## config.mk

```make
export PLATFORM = sky130hd
export DESIGN_NAME = rst_seq_gen
export DESIGN_NICKNAME = d
export VERILOG_FILES = /design/src/rtl/rst_seq_gen.sv
export SDC_FILE = /design/constraint.sdc
export NUM_CORES = 1
export LEC_CHECK = 0
export CORE_ASPECT_RATIO = 1.5
export CORE_MARGIN = 5
export CORE_UTILIZATION = 54
export CTS_BUF_LIST = sky130_fd_sc_hd__clkbuf_16
export DETAILED_ROUTE_END_ITERATION = 6
export PLACE_DENSITY = 0.75
export SLEW_MARGIN = 15
export SYNTH_ARGS = -nofsm -noshare
export SYNTH_HDL_FRONTEND = slang
export SYNTH_SLANG_ARGS = --single-unit
```

## constraint.sdc

```tcl
create_clock -name clk -period 5.58 [get_ports clk]
set_clock_uncertainty 0.1 [all_clocks]
set_input_delay 0.837 -clock clk [delete_from_list [all_inputs] [get_ports clk]]
set_output_delay 0.837 -clock clk [all_outputs]
set_load 0.05 [all_outputs]
```

## src/rtl/rst_seq_gen.sv

```systemverilog
// Staged reset sequencer: holds all resets, then releases them lowest index first.
// Optional ext_rst_in debounce filter enabled by defining DARKC_RST_GEN_DEBOUNCE_EN.
module rst_seq_gen #(
  parameter int NUM_OUT         = 4,
  parameter int HOLD_CYCLES     = 16,
  parameter int STAGE_GAP       = 4,
  parameter int DEBOUNCE_CYCLES = 8
) (
  input  logic               clk,
  input  logic               rst,
  input  logic               ext_rst_in,
  input  logic               sw_rst_req,
  output logic [NUM_OUT-1:0] rst_out,
  output logic [NUM_OUT-1:0] rst_n_out,
  output logic               ready,
  output logic [1:0]         cause
);

  generate
    if (NUM_OUT < 1 || NUM_OUT > 16 || HOLD_CYCLES < 1 || HOLD_CYCLES > 65535 ||
        STAGE_GAP < 1 || STAGE_GAP > 255 || DEBOUNCE_CYCLES < 1 || DEBOUNCE_CYCLES > 255) begin : g_bad_cfg
      $error("rst_seq_gen: parameter out of range");
    end
  endgenerate

  typedef enum logic [1:0] {ASSERT, RELEASE, RUN} state_t;

  state_t             state, state_nxt;
  logic [15:0]        hold_cnt, hold_nxt;
  logic [7:0]         gap_cnt, gap_nxt;
  logic [4:0]         stage, stage_nxt;
  logic [NUM_OUT-1:0] rst_out_nxt;
  logic               ready_nxt;
  logic [1:0]         cause_nxt;
  logic               ext_q;
  logic               trig;

`ifdef DARKC_RST_GEN_DEBOUNCE_EN
  logic [7:0] db_cnt;

  // Saturates at DEBOUNCE_CYCLES-1 so a held request stays qualified.
  always_ff @(posedge clk) begin
    if (rst || !ext_rst_in)
      db_cnt <= '0;
    else if (db_cnt != 8'(DEBOUNCE_CYCLES-1))
      db_cnt <= db_cnt + 8'd1;
  end

  assign ext_q = ext_rst_in && (db_cnt == 8'(DEBOUNCE_CYCLES-1));
`else
  assign ext_q = ext_rst_in;
`endif

  assign trig = rst | sw_rst_req | ext_q;

  always_comb begin
    state_nxt   = state;
    hold_nxt    = hold_cnt;
    gap_nxt     = gap_cnt;
    stage_nxt   = stage;
    rst_out_nxt = rst_out;
    ready_nxt   = ready;
    cause_nxt   = cause;
    if (trig) begin
      state_nxt   = ASSERT;
      hold_nxt    = '0;
      gap_nxt     = '0;
      stage_nxt   = '0;
      rst_out_nxt = '1;
      ready_nxt   = 1'b0;
      cause_nxt   = rst ? 2'b00 : (ext_q ? 2'b01 : 2'b10);
    end else begin
      case (state)
        ASSERT: begin
          if (hold_cnt == 16'(HOLD_CYCLES-1)) begin
            state_nxt   = RELEASE;
            hold_nxt    = '0;
            gap_nxt     = '0;
            stage_nxt   = '0;
            rst_out_nxt = {NUM_OUT{1'b1}} << 1;
          end else begin
            hold_nxt = hold_cnt + 16'd1;
          end
        end
        RELEASE: begin
          // stage holds the index of the most recently released output
          if (stage == 5'(NUM_OUT-1)) begin
            state_nxt = RUN;
            ready_nxt = 1'b1;
          end else if (gap_cnt == 8'(STAGE_GAP-1)) begin
            gap_nxt     = '0;
            stage_nxt   = stage + 5'd1;
            rst_out_nxt = rst_out << 1;
          end else begin
            gap_nxt = gap_cnt + 8'd1;
          end
        end
        RUN: ;
        default: begin
          state_nxt   = ASSERT;
          rst_out_nxt = '1;
          ready_nxt   = 1'b0;
        end
      endcase
    end
  end

  always_ff @(posedge clk) begin
    if (rst) begin
      state     <= ASSERT;
      hold_cnt  <= '0;
      gap_cnt   <= '0;
      stage     <= '0;
      rst_out   <= '1;
      rst_n_out <= '0;
      ready     <= 1'b0;
      cause     <= 2'b00;
    end else begin
      state     <= state_nxt;
      hold_cnt  <= hold_nxt;
      gap_cnt   <= gap_nxt;
      stage     <= stage_nxt;
      rst_out   <= rst_out_nxt;
      rst_n_out <= ~rst_out_nxt;
      ready     <= ready_nxt;
      cause     <= cause_nxt;
    end
  end

endmodule

```

==> impl_metrics.xml, run 1 <==
<?xml version="1.0" encoding="UTF-8"?>
<metrics>
  <group name="run_status">
    <metric name="status" unit="">finished, final reports clean</metric>
  </group>
  <group name="yosys">
    <metric name="avgSynthCellArea" unit="sq um">8.78</metric>
    <metric name="post_synth_num_cell_types" unit="">38</metric>
    <metric name="synth_common_cells" unit="">dfxtp_1 (42), a21oi_1 (23), nor2_1 (20)</metric>
    <metric name="count_leader_synth" unit="">dfxtp_1</metric>
    <metric name="syn-instance-count" unit="">215</metric>
    <metric name="yosysWarningCount" unit="">0</metric>
    <metric name="synth.largest_area_cell" unit="">dfxtp_1</metric>
    <metric name="seq_area_frac_synth" unit="%">44.5</metric>
    <metric name="synth.net_count" unit="">222</metric>
    <metric name="yosys_register_bits" unit="">42</metric>
    <metric name="synth.top_cells.by_area" unit="">dfxtp_1 (45%), a21oi_1 (6.1%), nor2_1 (4.0%)</metric>
    <metric name="async_flop_share" unit="%">0</metric>
    <metric name="ys_dominant_reg_cell" unit="">dfxtp_1</metric>
    <metric name="post-synth-top-area-fraction" unit="%">44.5</metric>
    <metric name="synth-edff-count" unit="">0</metric>
    <metric name="syn-cell-area" unit="sq um">1890</metric>
  </group>
  <group name="finish">
    <metric name="diodes" unit="">0</metric>
    <metric name="net_count_reported_at_finish" unit="">233</metric>
    <metric name="register_area" unit="sq um">841</metric>
    <metric name="drive_gt1_share" unit="%">6.61</metric>
    <metric name="n_fill_cell" unit="">285</metric>
    <metric name="multi_input_comb_area" unit="sq um">985</metric>
    <metric name="layout.core_utilization" unit="%">65.1</metric>
    <metric name="area_growth_syn_to_layout" unit="%">16.7</metric>
  </group>
  <group name="timing">
    <metric name="finalCritPeriodShare" unit="%">50.0</metric>
    <metric name="worst_slew_margin_rel" unit="%">30.2</metric>
    <metric name="least_margin_pin_slew" unit="ns">1.04</metric>
    <metric name="totalNegativeSetupSlack" unit="ns">0</metric>
    <metric name="report.final.hold_viol_count" unit="">0</metric>
    <metric name="setup_repair_after_global_routing_missed_its_margin" unit="">false</metric>
    <metric name="achievable-frequency" unit="MHz">358</metric>
    <metric name="slew_viol_final" unit="">0</metric>
    <metric name="period_needed" unit="ns">2.79</metric>
    <metric name="setup_violations" unit="">0</metric>
  </group>
  <group name="min_path">
    <metric name="startpoint_of_the_lowest_slack_hold_path" unit="">rst_out[3]</metric>
    <metric name="min_to" unit="">rst_n_out[3]</metric>
    <metric name="min_delay_path_depth" unit="">1</metric>
    <metric name="type_of_the_tightest_min_delay_check" unit="">flip-flop to flip-flop</metric>
  </group>
  <group name="floorplan">
    <metric name="io-pin-count" unit="">15</metric>
    <metric name="core" unit="sq um">3380</metric>
    <metric name="initial_core_util" unit="%">55.8</metric>
    <metric name="die_h" unit="microns">82.4</metric>
    <metric name="fp-row-count" unit="">26</metric>
    <metric name="area_of_the_die" unit="sq um">4800</metric>
    <metric name="chipWidth" unit="microns">58.3</metric>
  </group>
  <group name="pwr">
    <metric name="p_clk_share" unit="%">50.1</metric>
    <metric name="power.share.sequential" unit="%">47.8</metric>
    <metric name="power_density_normalized_to_cell_area" unit="nW/um^2">286</metric>
    <metric name="power.switching_fraction" unit="%">18.6</metric>
    <metric name="worst_vdd_ir" unit="mV">0.208</metric>
    <metric name="pwr-share-comb" unit="%">2.1</metric>
    <metric name="cellLeakagePower" unit="nW">0.712</metric>
    <metric name="p_int" unit="mW">0.514</metric>
    <metric name="power.switching" unit="mW">0.118</metric>
  </group>
  <group name="global_routing">
    <metric name="grt_pass1_vias" unit="">1646</metric>
    <metric name="total_overflow_reported_by_the_global_router" unit="">0</metric>
    <metric name="antenna_found_initial" unit="">0</metric>
    <metric name="grt_first_pass_wirelength" unit="mm">6.93</metric>
    <metric name="grt_max_degree" unit="">27</metric>
    <metric name="grt_usage" unit="%">18.7</metric>
  </group>
  <group name="clocking">
    <metric name="cts_htree_levels" unit="">2</metric>
    <metric name="cts_repair_resize_count" unit="">0</metric>
    <metric name="tritoncts" unit="">done</metric>
    <metric name="cts-hold-fix-buffers" unit="">0</metric>
    <metric name="post_cts_buffers" unit="">0</metric>
    <metric name="insertion_delay" unit="ns">0.28</metric>
    <metric name="cts_max_path_buffers" unit="">2</metric>
    <metric name="cts.reportedPaths.clkPinSlew" unit="ns">0.06</metric>
    <metric name="clock_sinks" unit="">42</metric>
    <metric name="cts_made_buffers" unit="">5</metric>
    <metric name="cts_root_buf" unit="">clkbuf_16</metric>
  </group>
  <group name="drt">
    <metric name="vias" unit="">1589</metric>
    <metric name="detail_route.vias_per_cell" unit="">5.91</metric>
    <metric name="finalWirelength" unit="mm">3.97</metric>
    <metric name="ant_nets" unit="">0</metric>
    <metric name="drt_iter0_drc" unit="">61</metric>
    <metric name="drtPass1Iterations" unit="">4</metric>
    <metric name="drt_drc_violations_left" unit="">0</metric>
    <metric name="wl_per_cell" unit="microns">14.8</metric>
  </group>
  <group name="critical_path">
    <metric name="critical_path_required" unit="ns">5.65</metric>
    <metric name="r2r-end" unit="">gap_cnt[6]</metric>
    <metric name="timing.critical_path.to_type" unit="">flip-flop</metric>
    <metric name="cp_arrival" unit="ns">2.86</metric>
    <metric name="worst-r2r-cell-count" unit="">4</metric>
    <metric name="ff2ff_setup_slack" unit="ns">2.89</metric>
    <metric name="worstPathMaxFanout" unit="">26</metric>
    <metric name="crit_path_start_kind" unit="">input pin</metric>
    <metric name="crit-reg2reg-launch" unit="">state[0]</metric>
    <metric name="crit_type" unit="">input pin to flip-flop</metric>
  </group>
  <group name="placement">
    <metric name="hpwl" unit="mm">2.77</metric>
    <metric name="port_buffers" unit="">14</metric>
    <metric name="weighted_congestion_reported_at_the_end_of_routability_driven_placement" unit="">0.775</metric>
  </group>
  <group name="flow_run">
    <metric name="max_cap_violations" unit="">0</metric>
  </group>
</metrics>
## worst max-delay path: stages
cell and delay, ns:
clkdlybuf4s50_1 0.43, or3_1 0.49, a21o_1 0.49, a21o_1 0.34, a221o_1 0.27
## metal layers
metal	up-vias	routed length (microns)	GRT usage (%)
met1	743	1580	18.8
met3	10	142	5.13
met4	0	95	11.1
met2	30	2150	33.6
met5	-	0	0
li1	806	-	-
## kinds of logic after synthesis
group	count (synthesis)	synth area share, %
AO/OA/AOI/OAI	53	17.1
XOR/XNOR	11	5.10
adder cells (fa/ha/maj)	3	1.99
buffers and inverters	16	3.31
flip-flops	42	44.5
multiplexers	1	0.596
AND/OR/NAND/NOR	89	27.4
## worst max-delay path by stage
stage          startpoint            to  slack, ns
2_1_floorplan  ext_rst_in    rst_out[1]       3.25
3_3_place_gp   ext_rst_in    rst_out[3]       2.53
3_5_place_dp   ext_rst_in    rst_out[1]       2.48
4_1_cts        ext_rst_in    rst_out[1]       2.78
5_1_grt        ext_rst_in  rst_n_out[3]       2.62
6_report       ext_rst_in    rst_out[1]       2.79
## registers in the layout, summed over array words and instances, names as in the netlist
| name | cells |
|---|---|
| rst_n_out | 4 |
| cause | 2 |
| gap_cnt | 8 |
| state | 2 |
| rst_out | 4 |
| hold_cnt | 16 |
| stage | 5 |
| ready | 1 |
## cell type report
cell class / instances / share of cell area, %
multi-input combinational: 157 / 44.7
inverter: 6 / 1.02
timing repair buffer: 14 / 6.36
clock buffer: 5 / 5.68
sequential: 42 / 38.2
tap: 42 / 2.39
clock inverter: 3 / 1.70
## placed cells by master (no fill, tap or decap), drive strengths merged, types with 4 or more instances in the layout
cell type      Yosys  final
dfxtp             42     42
a21oi             24     24
nor2              20     20
clkdlybuf4s50      0     14
o21ai             13     13
or3               12     12
nand3             10     10
nand2              9      9
inv                6      8
nand4              7      7
xor2               7      7
clkbuf             8      5
nor2b              4      4
nor3               4      4
xnor2              4      4
o31ai              4      4
or4                4      4
## stage by stage
step | instances | hold WS, ns | power [mW] | worst slack (ns) | cell area [sq um]
after floorplan | 215 | 0.350 | 0.317 | 3.25 | 1890
after global placement | 261 | 0.364 | 0.321 | 2.53 | 2040
after CTS | 269 | 0.388 | 0.638 | 2.78 | 2200
final | 269 | 0.388 | 0.631 | 2.79 | 2200
after global routing | 269 | 0.426 | 0.651 | 2.62 | 2200
after detailed placement | 261 | 0.375 | 0.322 | 2.48 | 2040
## power by group through the flow
stage / combinational, mW / sequential (mW) / clock, mW
final: 0.0133 / 0.302 / 0.316
after global routing: 0.0146 / 0.302 / 0.335
after CTS: 0.0135 / 0.302 / 0.323
after detailed placement: 0.0134 / 0.308 / 0
after global placement: 0.0129 / 0.308 / 0
after floorplan: 0.00550 / 0.311 / 0
(Power assumes the default switching activity.)
==> run 2: changes to the inputs <==
Settings changed: CORE_UTILIZATION 54 to 51, PLACE_DENSITY 0.75 to 0.74.
Clock period 5.58 ns to 2.3 ns, I/O delays scaled along.
==> run 2 against run 1 <==
Clock power grew 140%. Sequential cell count unchanged. Via count up 3.7%. Wire length fell by 1.9%. Sequential power rose by 140%. Worst hold slack better by 0.0042 ns. Critical path depth up 2. First-iteration DRC count decreased by 39%. Largest power group unchanged. Combinational power grew to 2.8 times the previous value. Critical path type is now flip-flop to flip-flop. Total power is 140% higher. Die area increased by 5.0%. Core utilization increased by 0.40 points. Critical endpoint is now stage[3].
==> impl_metrics.xml, run 2 (same netlist as run 1, synthesis figures left out) <==
<?xml version="1.0" encoding="UTF-8"?>
<metrics>
  <group name="run_status">
    <metric name="status" unit="">finished, final reports clean</metric>
  </group>
  <group name="critical_path">
    <metric name="critical_path.n_buffers_inverters" unit="">1</metric>
    <metric name="crit-reg2reg-launch" unit="">gap_cnt[1]</metric>
    <metric name="worst-path-stages" unit="">7</metric>
    <metric name="ff2ff_setup_slack" unit="ns">0.13</metric>
    <metric name="cp_arrival" unit="ns">2.28</metric>
    <metric name="critical_path.max_stage_delay" unit="ns">0.47</metric>
    <metric name="worst-r2r-cell-count" unit="">7</metric>
    <metric name="r2r-end" unit="">stage[3]</metric>
    <metric name="crit_path_start_kind" unit="">flip-flop</metric>
    <metric name="crit_slowest_cell" unit="">or4b_4</metric>
    <metric name="timing.critical_path.to_type" unit="">flip-flop</metric>
    <metric name="startpoint" unit="">gap_cnt[1]</metric>
    <metric name="critical_path.top_delay_family" unit="">simple AND/OR/NAND/NOR gates</metric>
    <metric name="timing.critical_path.cells" unit="">ha_1 &gt; or4b_4 &gt; nor4_4 &gt; buf_4 &gt; a21oi_4 &gt; or4_1 &gt; a21oi_1</metric>
    <metric name="crit_type" unit="">flip-flop to flip-flop</metric>
    <metric name="worstPathMaxFanout" unit="">8</metric>
    <metric name="critical_path_required" unit="ns">2.41</metric>
  </group>
  <group name="drt">
    <metric name="drt_iter0_drc" unit="">37</metric>
    <metric name="drtPass1Iterations" unit="">4</metric>
    <metric name="drt_drc_violations_left" unit="">0</metric>
    <metric name="wl_per_cell" unit="microns">13.6</metric>
    <metric name="detail_route.vias_per_cell" unit="">5.74</metric>
    <metric name="ant_nets" unit="">0</metric>
    <metric name="finalWirelength" unit="mm">3.89</metric>
    <metric name="vias" unit="">1647</metric>
  </group>
  <group name="min_path">
    <metric name="min_delay_path_depth" unit="">1</metric>
    <metric name="type_of_the_tightest_min_delay_check" unit="">flip-flop to flip-flop</metric>
    <metric name="startpoint_of_the_lowest_slack_hold_path" unit="">rst_out[3]</metric>
    <metric name="min_to" unit="">rst_n_out[3]</metric>
  </group>
  <group name="timing">
    <metric name="totalNegativeSetupSlack" unit="ns">0</metric>
    <metric name="finalCritPeriodShare" unit="%">94.2</metric>
    <metric name="slew_viol_final" unit="">0</metric>
    <metric name="post-route-worst-setup-slack" unit="ns">0.134</metric>
    <metric name="period_needed" unit="ns">2.17</metric>
    <metric name="least_margin_pin_slew" unit="ns">0.504</metric>
    <metric name="setup_violations" unit="">0</metric>
    <metric name="achievable-frequency" unit="MHz">462</metric>
    <metric name="report.final.hold_viol_count" unit="">0</metric>
    <metric name="worst_slew_margin_rel" unit="%">66.3</metric>
    <metric name="setup_repair_after_global_routing_missed_its_margin" unit="">false</metric>
  </group>
  <group name="global_routing">
    <metric name="grt_max_degree" unit="">25</metric>
    <metric name="total_overflow_reported_by_the_global_router" unit="">0</metric>
    <metric name="antenna_found_initial" unit="">0</metric>
    <metric name="grt_usage" unit="%">17.7</metric>
    <metric name="grt_pass1_vias" unit="">1575</metric>
    <metric name="grt_first_pass_wirelength" unit="mm">7.00</metric>
  </group>
  <group name="placement">
    <metric name="port_buffers" unit="">14</metric>
    <metric name="weighted_congestion_reported_at_the_end_of_routability_driven_placement" unit="">0.825</metric>
    <metric name="detailedPlace.worstSlack" unit="ns">0.0540</metric>
    <metric name="place_inst" unit="">278</metric>
    <metric name="hpwl" unit="mm">2.80</metric>
  </group>
  <group name="clocking">
    <metric name="cts_root_buf" unit="">clkbuf_16</metric>
    <metric name="tritoncts" unit="">done</metric>
    <metric name="cts.reportedPaths.clkPinSlew" unit="ns">0.06</metric>
    <metric name="cts_max_path_buffers" unit="">2</metric>
    <metric name="cts_made_buffers" unit="">5</metric>
    <metric name="cts_htree_levels" unit="">2</metric>
    <metric name="clock_sinks" unit="">42</metric>
    <metric name="cts-hold-fix-buffers" unit="">0</metric>
    <metric name="insertion_delay" unit="ns">0.28</metric>
  </group>
  <group name="finish">
    <metric name="net_count_reported_at_finish" unit="">251</metric>
    <metric name="most-common-layout-cells" unit="">dfxtp_1 (42), a21oi_1 (22), nor2_1 (19)</metric>
    <metric name="layout.core_utilization" unit="%">65.5</metric>
    <metric name="largest_register_ff_count" unit="">16</metric>
    <metric name="area_growth_syn_to_layout" unit="%">25.4</metric>
    <metric name="biggestRegsByFlops" unit="">hold_cnt: 16 flops, gap_cnt: 8 flops, stage: 5 flops</metric>
    <metric name="registers.top_by_ff_count" unit="">hold_cnt</metric>
    <metric name="layout.cells.non_filler" unit="">287</metric>
    <metric name="diodes" unit="">0</metric>
    <metric name="drive_gt1_share" unit="%">14.8</metric>
    <metric name="final_common_cell" unit="">dfxtp_1</metric>
  </group>
  <group name="pwr">
    <metric name="power_density_normalized_to_cell_area" unit="nW/um^2">649</metric>
    <metric name="totalPowerFinal" unit="mW">1.54</metric>
    <metric name="worst_vdd_ir" unit="mV">0.740</metric>
    <metric name="cellLeakagePower" unit="nW">0.805</metric>
  </group>
  <group name="floorplan">
    <metric name="io-pin-count" unit="">15</metric>
    <metric name="chipWidth" unit="microns">59.7</metric>
    <metric name="fp-row-count" unit="">27</metric>
    <metric name="core" unit="sq um">3610</metric>
    <metric name="area_of_the_die" unit="sq um">5040</metric>
    <metric name="die_h" unit="microns">84.5</metric>
    <metric name="initial_core_util" unit="%">52.2</metric>
  </group>
  <group name="flow_run">
    <metric name="max_cap_violations" unit="">0</metric>
  </group>
</metrics>
## run 2: metrics by stage
stage | hold slack (ns) | instance area [sq um]
finish | 0.393 | 2370
global route | 0.414 | 2370
CTS | 0.384 | 2330
global placement | 0.371 | 2170
detailed placement | 0.372 | 2170
floorplan | 0.317 | 1890
## run 2: worst max-delay path by stage
stage                       endpoint  slack (ns)
after floorplan             stage[3]        0.13
after global placement    rst_out[3]        0.07
after detailed placement  rst_out[1]        0.05
after CTS                   stage[3]        0.04
after global routing      gap_cnt[6]       0.009
final                       stage[3]        0.13
## run 2: final cells by class
class | instances | area, sq um
Fill cell | 304 | 1250
Multi-Input combinational cell | 157 | 1000
Sequential cell | 42 | 841
Timing Repair Buffer | 32 | 288
Clock buffer | 5 | 125
Tap cell | 43 | 53.8
Clock inverter | 2 | 33.8
Inverter | 6 | 22.5
## run 2: repair_timing
item	4_1_cts	5_1_grt
buffers inserted	0	2
endpoints found under the setup margin	0	12
resized for setup	0	5
## run 2: report_power, final
group | total (mW) | internal, mW | leakage, nW | switching (mW)
clock | 0.767 | 0.502 | 0.0773 | 0.266
combinational | 0.0368 | 0.0157 | 0.389 | 0.0212
sequential | 0.732 | 0.731 | 0.339 | 0.00185
## run 2: metal layers
layer	routed length (microns)	track usage, %	vias up
met4	102	9.68	0
met5	0	0	-
met2	1970	28.2	22
met3	123	4.92	9
li1	-	-	838
met1	1700	20.8	778
==> run 3: changes to the inputs <==
Settings changed: HOLD_SLACK_MARGIN set to 0.02, MAX_ROUTING_LAYER set to met4.
==> run 3 against run 2 <==
Cell count stayed put. Core utilization stayed put. Worst hold slack hardly changed. Wire length is 0.41% lower.
==> impl_metrics.xml, run 3 (same netlist as run 1, synthesis figures left out) <==
<?xml version="1.0" encoding="UTF-8"?>
<metrics>
  <group name="drt">
    <metric name="detail_route.vias_per_cell" unit="">5.74</metric>
    <metric name="drtPass1Iterations" unit="">4</metric>
    <metric name="finalWirelength" unit="mm">3.88</metric>
    <metric name="ant_nets" unit="">0</metric>
    <metric name="drt_iter0_drc" unit="">46</metric>
    <metric name="vias" unit="">1648</metric>
    <metric name="drt_drc_violations_left" unit="">0</metric>
    <metric name="wl_per_cell" unit="microns">13.5</metric>
  </group>
  <group name="critical_path">
    <metric name="crit-reg2reg-launch" unit="">gap_cnt[1]</metric>
    <metric name="critical_path.n_buffers_inverters" unit="">1</metric>
    <metric name="critical_path_required" unit="ns">2.41</metric>
    <metric name="crit_type" unit="">flip-flop to flip-flop</metric>
    <metric name="worst-r2r-cell-count" unit="">7</metric>
    <metric name="critical_path.top_delay_family" unit="">simple AND/OR/NAND/NOR gates</metric>
    <metric name="crit_slowest_cell" unit="">or4b_4</metric>
    <metric name="ff2ff_setup_slack" unit="ns">0.13</metric>
    <metric name="timing.critical_path.cells" unit="">ha_1 &gt; or4b_4 &gt; nor4_4 &gt; buf_4 &gt; a21oi_4 &gt; or4_1 &gt; a21oi_1</metric>
    <metric name="r2r-end" unit="">stage[3]</metric>
    <metric name="cp_arrival" unit="ns">2.28</metric>
    <metric name="critical_path.max_stage_delay" unit="ns">0.47</metric>
    <metric name="crit_path_start_kind" unit="">flip-flop</metric>
    <metric name="timing.critical_path.to_type" unit="">flip-flop</metric>
    <metric name="worstPathMaxFanout" unit="">8</metric>
  </group>
  <group name="timing">
    <metric name="slew_viol_final" unit="">0</metric>
    <metric name="setup_repair_after_global_routing_missed_its_margin" unit="">false</metric>
    <metric name="report.final.hold_viol_count" unit="">0</metric>
    <metric name="period_needed" unit="ns">2.17</metric>
    <metric name="achievable-frequency" unit="MHz">461</metric>
    <metric name="finalCritPeriodShare" unit="%">94.2</metric>
    <metric name="setup_violations" unit="">0</metric>
    <metric name="least_margin_pin_slew" unit="ns">0.505</metric>
    <metric name="totalNegativeSetupSlack" unit="ns">0</metric>
    <metric name="worst_slew_margin_rel" unit="%">66.2</metric>
  </group>
  <group name="finish">
    <metric name="registers.top_by_ff_count" unit="">hold_cnt</metric>
    <metric name="net_count_reported_at_finish" unit="">251</metric>
    <metric name="most-common-layout-cells" unit="">dfxtp_1 (42), a21oi_1 (22), nor2_1 (19)</metric>
    <metric name="diodes" unit="">0</metric>
    <metric name="register_area" unit="sq um">841</metric>
    <metric name="biggestRegsByFlops" unit="">hold_cnt: 16 flops, gap_cnt: 8 flops, stage: 5 flops</metric>
    <metric name="multi_input_comb_area" unit="sq um">1000</metric>
    <metric name="final_common_cell" unit="">dfxtp_1</metric>
    <metric name="drive_gt1_share" unit="%">14.8</metric>
    <metric name="n_fill_cell" unit="">304</metric>
    <metric name="largest_register_ff_count" unit="">16</metric>
    <metric name="area_growth_syn_to_layout" unit="%">25.4</metric>
  </group>
  <group name="pwr">
    <metric name="totalPowerFinal" unit="mW">1.53</metric>
    <metric name="power_density_normalized_to_cell_area" unit="nW/um^2">647</metric>
    <metric name="cellLeakagePower" unit="nW">0.805</metric>
    <metric name="worst_vdd_ir" unit="mV">0.736</metric>
  </group>
  <group name="global_routing">
    <metric name="grt_first_pass_wirelength" unit="mm">6.98</metric>
    <metric name="gr-usage-met2" unit="%">28.1</metric>
    <metric name="met3_global_route_usage" unit="%">4.77</metric>
    <metric name="met1_usage" unit="%">20.9</metric>
    <metric name="antenna_found_initial" unit="">0</metric>
    <metric name="top_usage_layer_grt" unit="">met2</metric>
    <metric name="grt_pass1_vias" unit="">1571</metric>
    <metric name="grt_usage" unit="%">18.2</metric>
    <metric name="grt_max_degree" unit="">25</metric>
    <metric name="total_overflow_reported_by_the_global_router" unit="">0</metric>
  </group>
  <group name="min_path">
    <metric name="type_of_the_tightest_min_delay_check" unit="">flip-flop to flip-flop</metric>
    <metric name="startpoint_of_the_lowest_slack_hold_path" unit="">hold_cnt[1]</metric>
    <metric name="min_to" unit="">hold_cnt[1]</metric>
    <metric name="min_delay_path_depth" unit="">2</metric>
  </group>
  <group name="floorplan">
    <metric name="fp-row-count" unit="">27</metric>
    <metric name="die_h" unit="microns">84.5</metric>
    <metric name="initial_core_util" unit="%">52.2</metric>
    <metric name="chipWidth" unit="microns">59.7</metric>
    <metric name="io-pin-count" unit="">15</metric>
    <metric name="area_of_the_die" unit="sq um">5040</metric>
    <metric name="core" unit="sq um">3610</metric>
  </group>
  <group name="placement">
    <metric name="hpwl" unit="mm">2.80</metric>
    <metric name="port_buffers" unit="">14</metric>
    <metric name="weighted_congestion_reported_at_the_end_of_routability_driven_placement" unit="">0.838</metric>
  </group>
  <group name="clocking">
    <metric name="cts_max_path_buffers" unit="">2</metric>
    <metric name="cts.reportedPaths.clkPinSlew" unit="ns">0.06</metric>
    <metric name="tritoncts" unit="">done</metric>
    <metric name="cts_htree_levels" unit="">2</metric>
    <metric name="cts_made_buffers" unit="">5</metric>
    <metric name="cts-hold-fix-buffers" unit="">0</metric>
    <metric name="clock_sinks" unit="">42</metric>
    <metric name="insertion_delay" unit="ns">0.28</metric>
    <metric name="cts_root_buf" unit="">clkbuf_16</metric>
  </group>
  <group name="run_status">
    <metric name="status" unit="">finished, final reports clean</metric>
  </group>
  <group name="flow_run">
    <metric name="max_cap_violations" unit="">0</metric>
  </group>
</metrics>
==> run 3: power breakdown <==
part	switching [mW]	internal, mW	total, mW	leakage, nW
logic	0.0211	0.0157	0.0368	0.389
clock network	0.262	0.501	0.763	0.0773
registers	0.00187	0.731	0.732	0.339
total	0.285	1.25	1.53	0.805
==> run 3: worst max-delay path by stage <==
stage,from,depth (start not counted),end
global placement,gap_cnt[1],6,rst_out[3]
CTS,gap_cnt[1],6,stage[3]
floorplan,gap_cnt[0],6,stage[3]
global route,hold_cnt[0],6,gap_cnt[6]
detailed placement,gap_cnt[0],6,rst_out[1]
finish,gap_cnt[1],7,stage[3]
==> run 3: tightest hold or removal path, delay by kind of cell, from the launching register on <==
family	cells	cell delay, ns
AO/OA/AOI/OAI	2	0.13
flip-flops	1	0.32
==> run 3: repair_timing <==
| action | in CTS | in global routing |
|---|---|---|
| gates resized for setup | 0 | 5 |
| setup endpoints to repair | 0 | 12 |
| buffers inserted | 0 | 2 |
==> run 3: layer usage <==
| metal | up-vias | wire length (microns) |
|---|---|---|
| li1 | 838 | - |
| met1 | 779 | 1700 |
| met2 | 22 | 1960 |
| met3 | 9 | 114 |
| met4 | 0 | 102 |
| met5 | - | 0 |
==> run 3: final cells by class <==
type | count | area share (%)
well taps | 43 | 2.27
flip-flops and latches | 42 | 35.5
repair buffers | 32 | 12.2
inverters | 6 | 0.951
clock inverters | 2 | 1.43
multi-input cells | 157 | 42.4
clock buffers | 5 | 5.28
==> run 3: metrics by stage <==
step	area (sq um)	utilization, %	hold WS (ns)	instances	setup WS, ns
5_1_grt	2370	65.5	0.414	287	0.0101
3_3_place_gp	2170	60.2	0.371	278	0.0724
4_1_cts	2330	64.6	0.384	285	0.0355
2_1_floorplan	1890	-	0.317	215	0.131
3_5_place_dp	2170	60.2	0.372	278	0.0540
6_report	2370	65.5	0.393	287	0.133
